## src/rtl/button_event_arbiter_pkg.sv

```systemverilog
// Shared types and defaults for the button event arbiter.
package button_pkg;

  localparam int unsigned BTN_N_BTN_DEFAULT = 4;

  typedef enum logic [1:0] {
    BTN_ARB_IDLE    = 2'd0,
    BTN_ARB_OFFER   = 2'd1,
    BTN_ARB_LOCKOUT = 2'd2
  } btn_arb_state_t;

endpackage

```

## src/rtl/button_event_arbiter_rr_pick.sv

```systemverilog
// Combinational round-robin picker: first set request at or above ptr, wrapping.
module button_rr_pick
  import button_pkg::*;
#(
  parameter  int unsigned N_BTN = BTN_N_BTN_DEFAULT,
  localparam int unsigned IDX_W = $clog2(N_BTN)
) (
  input  logic [N_BTN-1:0] req,
  input  logic [IDX_W-1:0] ptr,
  output logic [IDX_W-1:0] gnt_idx,
  output logic             any
);

  int unsigned j;

  always_comb begin
    gnt_idx = '0;
    any     = 1'b0;
    j       = 0;
    for (int unsigned i = 0; i < N_BTN; i++) begin
      j = (int'(ptr) + i) % N_BTN;
      if (!any && req[IDX_W'(j)]) begin
        any     = 1'b1;
        gnt_idx = IDX_W'(j);
      end
    end
  end

endmodule

```

## src/rtl/button_event_arbiter.sv

```systemverilog
// Latches button press pulses and serialises them round-robin onto a valid/ready port.
// Define BTN_ARB_OVERFLOW_EN to add sticky per-channel lost-press flags (ovf_clr/overflow).
module button_event_arbiter
  import button_pkg::*;
#(
  parameter  int unsigned N_BTN   = BTN_N_BTN_DEFAULT,
  parameter  int unsigned LOCKOUT = 0,
  localparam int unsigned IDX_W   = $clog2(N_BTN)
) (
  input  logic             clk,
  input  logic             reset,
  input  logic [N_BTN-1:0] pulse_in,
  output logic             evt_valid,
  input  logic             evt_ready,
  output logic [IDX_W-1:0] evt_idx,
  output logic [N_BTN-1:0] pending
`ifdef BTN_ARB_OVERFLOW_EN
  ,
  input  logic             ovf_clr,
  output logic [N_BTN-1:0] overflow
`endif
);

  localparam int unsigned CNT_W = (LOCKOUT > 0) ? $clog2(LOCKOUT + 1) : 1;

  btn_arb_state_t   state;
  logic [CNT_W-1:0] cnt;
  logic [IDX_W-1:0] ptr;
  logic [IDX_W-1:0] gnt_idx;
  logic             any;
  logic             accept;
  logic [N_BTN-1:0] clr;

  button_rr_pick #(.N_BTN(N_BTN)) u_pick (
    .req     (pending),
    .ptr     (ptr),
    .gnt_idx (gnt_idx),
    .any     (any)
  );

  assign accept = evt_valid & evt_ready;

  always_comb begin
    clr = '0;
    if (accept) clr[evt_idx] = 1'b1;
  end

  // A fresh pulse in the clearing cycle survives the clear.
  always_ff @(posedge clk or negedge reset) begin
    if (!reset) pending <= '0;
    else        pending <= (pending & ~clr) | pulse_in;
  end

`ifdef BTN_ARB_OVERFLOW_EN
  logic [N_BTN-1:0] ovf_set;
  assign ovf_set = pulse_in & pending & ~clr;

  always_ff @(posedge clk or negedge reset) begin
    if (!reset)       overflow <= '0;
    else if (ovf_clr) overflow <= ovf_set;
    else              overflow <= overflow | ovf_set;
  end
`endif

  always_ff @(posedge clk or negedge reset) begin
    if (!reset) begin
      state     <= BTN_ARB_IDLE;
      evt_valid <= 1'b0;
      evt_idx   <= '0;
      ptr       <= '0;
      cnt       <= '0;
    end else begin
      case (state)
        BTN_ARB_IDLE: begin
          if (any) begin
            evt_idx   <= gnt_idx;
            evt_valid <= 1'b1;
            state     <= BTN_ARB_OFFER;
          end
        end
        BTN_ARB_OFFER: begin
          if (evt_ready) begin
            evt_valid <= 1'b0;
            if (evt_idx == IDX_W'(N_BTN - 1)) ptr <= '0;
            else                              ptr <= evt_idx + 1'b1;
            if (LOCKOUT == 0) begin
              state <= BTN_ARB_IDLE;
            end else begin
              cnt   <= CNT_W'(LOCKOUT - 1);
              state <= BTN_ARB_LOCKOUT;
            end
          end
        end
        BTN_ARB_LOCKOUT: begin
          evt_valid <= 1'b0;
          if (cnt == '0) state <= BTN_ARB_IDLE;
          else           cnt   <= cnt - 1'b1;
        end
        default: begin
          state     <= BTN_ARB_IDLE;
          evt_valid <= 1'b0;
        end
      endcase
    end
  end

endmodule
```

## config.mk

```make
export PLATFORM = sky130hd
export DESIGN_NAME = button_event_arbiter
export DESIGN_NICKNAME = d
export VERILOG_FILES = /design/src/rtl/button_event_arbiter_pkg.sv /design/src/rtl/button_event_arbiter_rr_pick.sv /design/src/rtl/button_event_arbiter.sv
export SDC_FILE = /design/constraint.sdc
export NUM_CORES = 1
export LEC_CHECK = 0
export CORE_AREA = 2 2 39 41
export CTS_BUF_LIST = sky130_fd_sc_hd__clkbuf_16
export DETAILED_ROUTE_END_ITERATION = 8
export DIE_AREA = 0 0 41 43
export GPL_TIMING_DRIVEN = 1
export PLACE_DENSITY = 0.65
export RECOVER_POWER = 100
export SETUP_SLACK_MARGIN = 0.3
export SYNTH_ARGS = -nofsm -noshare
export SYNTH_HDL_FRONTEND = slang
export SYNTH_SLANG_ARGS = --single-unit
```

## constraint.sdc

```tcl
create_clock -name clk -period 2.6 [get_ports clk]
set_input_delay 0.65 -clock clk [delete_from_list [all_inputs] [get_ports clk]]
set_output_delay 0.65 -clock clk [all_outputs]
set_load 0.02 [all_outputs]
```

==> results_dict.tcl <==
set metrics [dict create \
    status "complete, no violations" \
    synth_top_flop_cell "dfrtp_1" \
    peakVddDrop_uv 474.4 \
    postCtsSetupBuffers 0 \
    cp-startpoint "pending[3]" \
    cp_slowest_stage_delay_ps 710 \
    rsz0062_at_grt "no" \
    cts_made_buffers 3 \
    clock_power_share 0.359 \
    timing.rr.start "pending[1]" \
    yosysSeqAreaShare 0.4478 \
    vias 406 \
    clock_path_buffers 2 \
    first_global_vias 392 \
    start_util 0.3635 \
    cpLargestDelayFamily "buffers and inverters" \
    clkSinkCount 9 \
    pwr-share-comb 0.303 \
    cts_resized 0 \
    slowest_stage "dlygate4sd3_1" \
    dieHeight_um 43 \
    gr-total-overflow 0 \
    insertion_delay_ps 230 \
    whs_ps 563.9 \
    cp-end-kind "output pin" \
    syn_nets 58 \
    drcViolationCount 0 \
    hold-path-cell-count 1 \
    multi_input_area_um2 251.5 \
    register_area_um2 225.2 \
    tritoncts "done" \
    timing.final.crit_share 0.7846 \
    period_needed_ps 2040 \
    syn_to_final_growth_pct 43.28 \
    port_buffers 13 \
    synth_edf_count 0 \
    path_cells "dlygate4sd3_1" \
    critPathBufInv 1 \
    final.setup.tns_ps 0 \
    max_slew_margin 0.6635 \
    hp-start "pending[1]" \
    yosysUniqueCellTypes 21 \
    dr.pass1.iters 3 \
    htree_levels 1 \
    worst_pin_slew_ps 500.2 \
    crit_path_max_fanout 7 \
    grt_util_all_layers 0.1533 \
    async_flop_share 1.000 \
    synth-seq-cells 9 \
    critical_path_class "reg2out" \
    rows 14 \
    mostFrequentLayoutCells "dfrtp_1, dlygate4sd3_1, inv_1" \
    drt_iter0_drc 4 \
    fp.dieW_um 41 \
    fmax_mhz 490.2 \
    netSwitchingFraction 0.3202 \
    io_pins 14 \
    antenna_cells 0 \
    p_per_area_nw_per_um2 1016 \
    place.gp.congestion 0.7140 \
    worstPathArrival_ps 1390 \
    drv_cap 0 \
    netlist_instances 47 \
    yosysWarnings 0 \
    die_area_um2 1763 \
    root_buffer "clkbuf_16" \
    drv_slew 0 \
    final_nets 75 \
    clkTransAtPathRegs_ps 40 \
    skew_ps 0.8453 \
    cp.depth 1 \
    syn_area_per_cell_um2 10.70 \
    wire_per_inst_um 12.47 \
    ant_nets 0 \
    p_switching_w 0.0002345 \
    grt_max_degree 10 \
    p_seq_frac 0.339 \
    grt_first_pass_wirelength_um 1697 \
    power.internal_w 0.0004980 \
    wl_um 985 \
    dpl.hpwl_um 796.8 \
    required_ps 1950 \
    antenna_found_initial 0 \
    ctsHoldBuffers 0 \
    core_area_um2 1384 \
    hold_viol_final 0 \
    syn_area_um2 503.0 \
    critPathLaunchType "flip-flop" \
    fillers 126 \
    holdCritPathClass "reg2reg" \
    drive_above_1_share 0.1270 \
    r2r_cells 3 \
    vias_per_cell 5.139 \
    setup_violations 0 \
    leakage_nw 0.3106 \
]
-- power groups by stage --
stage	Clock, W	Combinational [W]	Sequential, W
global route	0.000280	0.000247	0.000259
floorplan	0	0.000122	0.000265
detailed placement	0	0.000234	0.000253
global placement	0	0.000227	0.000252
CTS	0.000271	0.000236	0.000251
finish	0.000263	0.000222	0.000248
-- kinds of logic (layout without fill, tap and decap cells) --
logic type               count (synthesis)  count (layout)  synth area share
AND/OR/NAND/NOR                         13              13            0.1393
flip-flops                               9               9            0.4478
adder cells (fa/ha/maj)                  4               4           0.09951
buffers and inverters                    5              21           0.03978
multiplexers                             3               3           0.06467
AO/OA/AOI/OAI                           13              13            0.2090
-- routing by layer --
metal	share of wire	vias to the layer above	global-route usage
li1	-	197	-
met1	0.43	195	0.1933
met2	0.50	10	0.2156
met3	0.042	4	0.04712
met4	0.028	0	0.1000
met5	0	-	0
-- synth_stat cells (2+ instances only) --
| cell type | number | share of area |
|---|---|---|
| a21o_1 | 3 | 0.045 |
| a21oi_1 | 2 | 0.020 |
| dfrtp_1 | 9 | 0.45 |
| ha_1 | 4 | 0.10 |
| inv_1 | 4 | 0.030 |
| mux2_2 | 2 | 0.045 |
| nand2_1 | 4 | 0.030 |
| nand2b_1 | 2 | 0.025 |
| nor2_1 | 4 | 0.030 |
| o21ai_0 | 2 | 0.020 |
-- final cells by class --
class	count	share of cell area
Tap cell	16	0.02778
Clock inverter	1	0.005208
Multi-Input combinational cell	33	0.3490
Inverter	4	0.02083
Clock buffer	3	0.1042
Sequential cell	9	0.3125
Timing Repair Buffer	13	0.1806
-- registers in the layout, summed over array words and instances, names as in the netlist --
| register | count |
|---|---|
| evt_valid | 1 |
| evt_idx | 2 |
| ptr | 2 |
| pending | 4 |
-- stage by stage --
stage            util  cells  area, um2  power [W]  setup slack, ps
5_1_grt        0.5208     79      720.7  0.0007865            506.9
3_5_place_dp   0.4684     75      648.1  0.0004877            759.1
2_1_floorplan       -     47      503.0  0.0003863             1261
6_report       0.5208     79      720.7  0.0007325            560.2
4_1_cts        0.5253     79      726.9  0.0007573            602.9
3_3_place_gp   0.4684     75      648.1  0.0004785            775.0
-- worst paths after layout --
| path | end | slack, ps |
|---|---|---|
| setup / recovery | pending[3] | 560 |
| hold / removal | pending[1] | 560 |
| setup reg to reg | evt_idx[0] | 1290 |
| hold reg to reg | pending[1] | 560 |
| max in group asynchronous | ptr[0] | 1520 |
| min in group asynchronous | evt_idx[1] | 790 |
No activity file was read; power rests on OpenSTA's default activity.
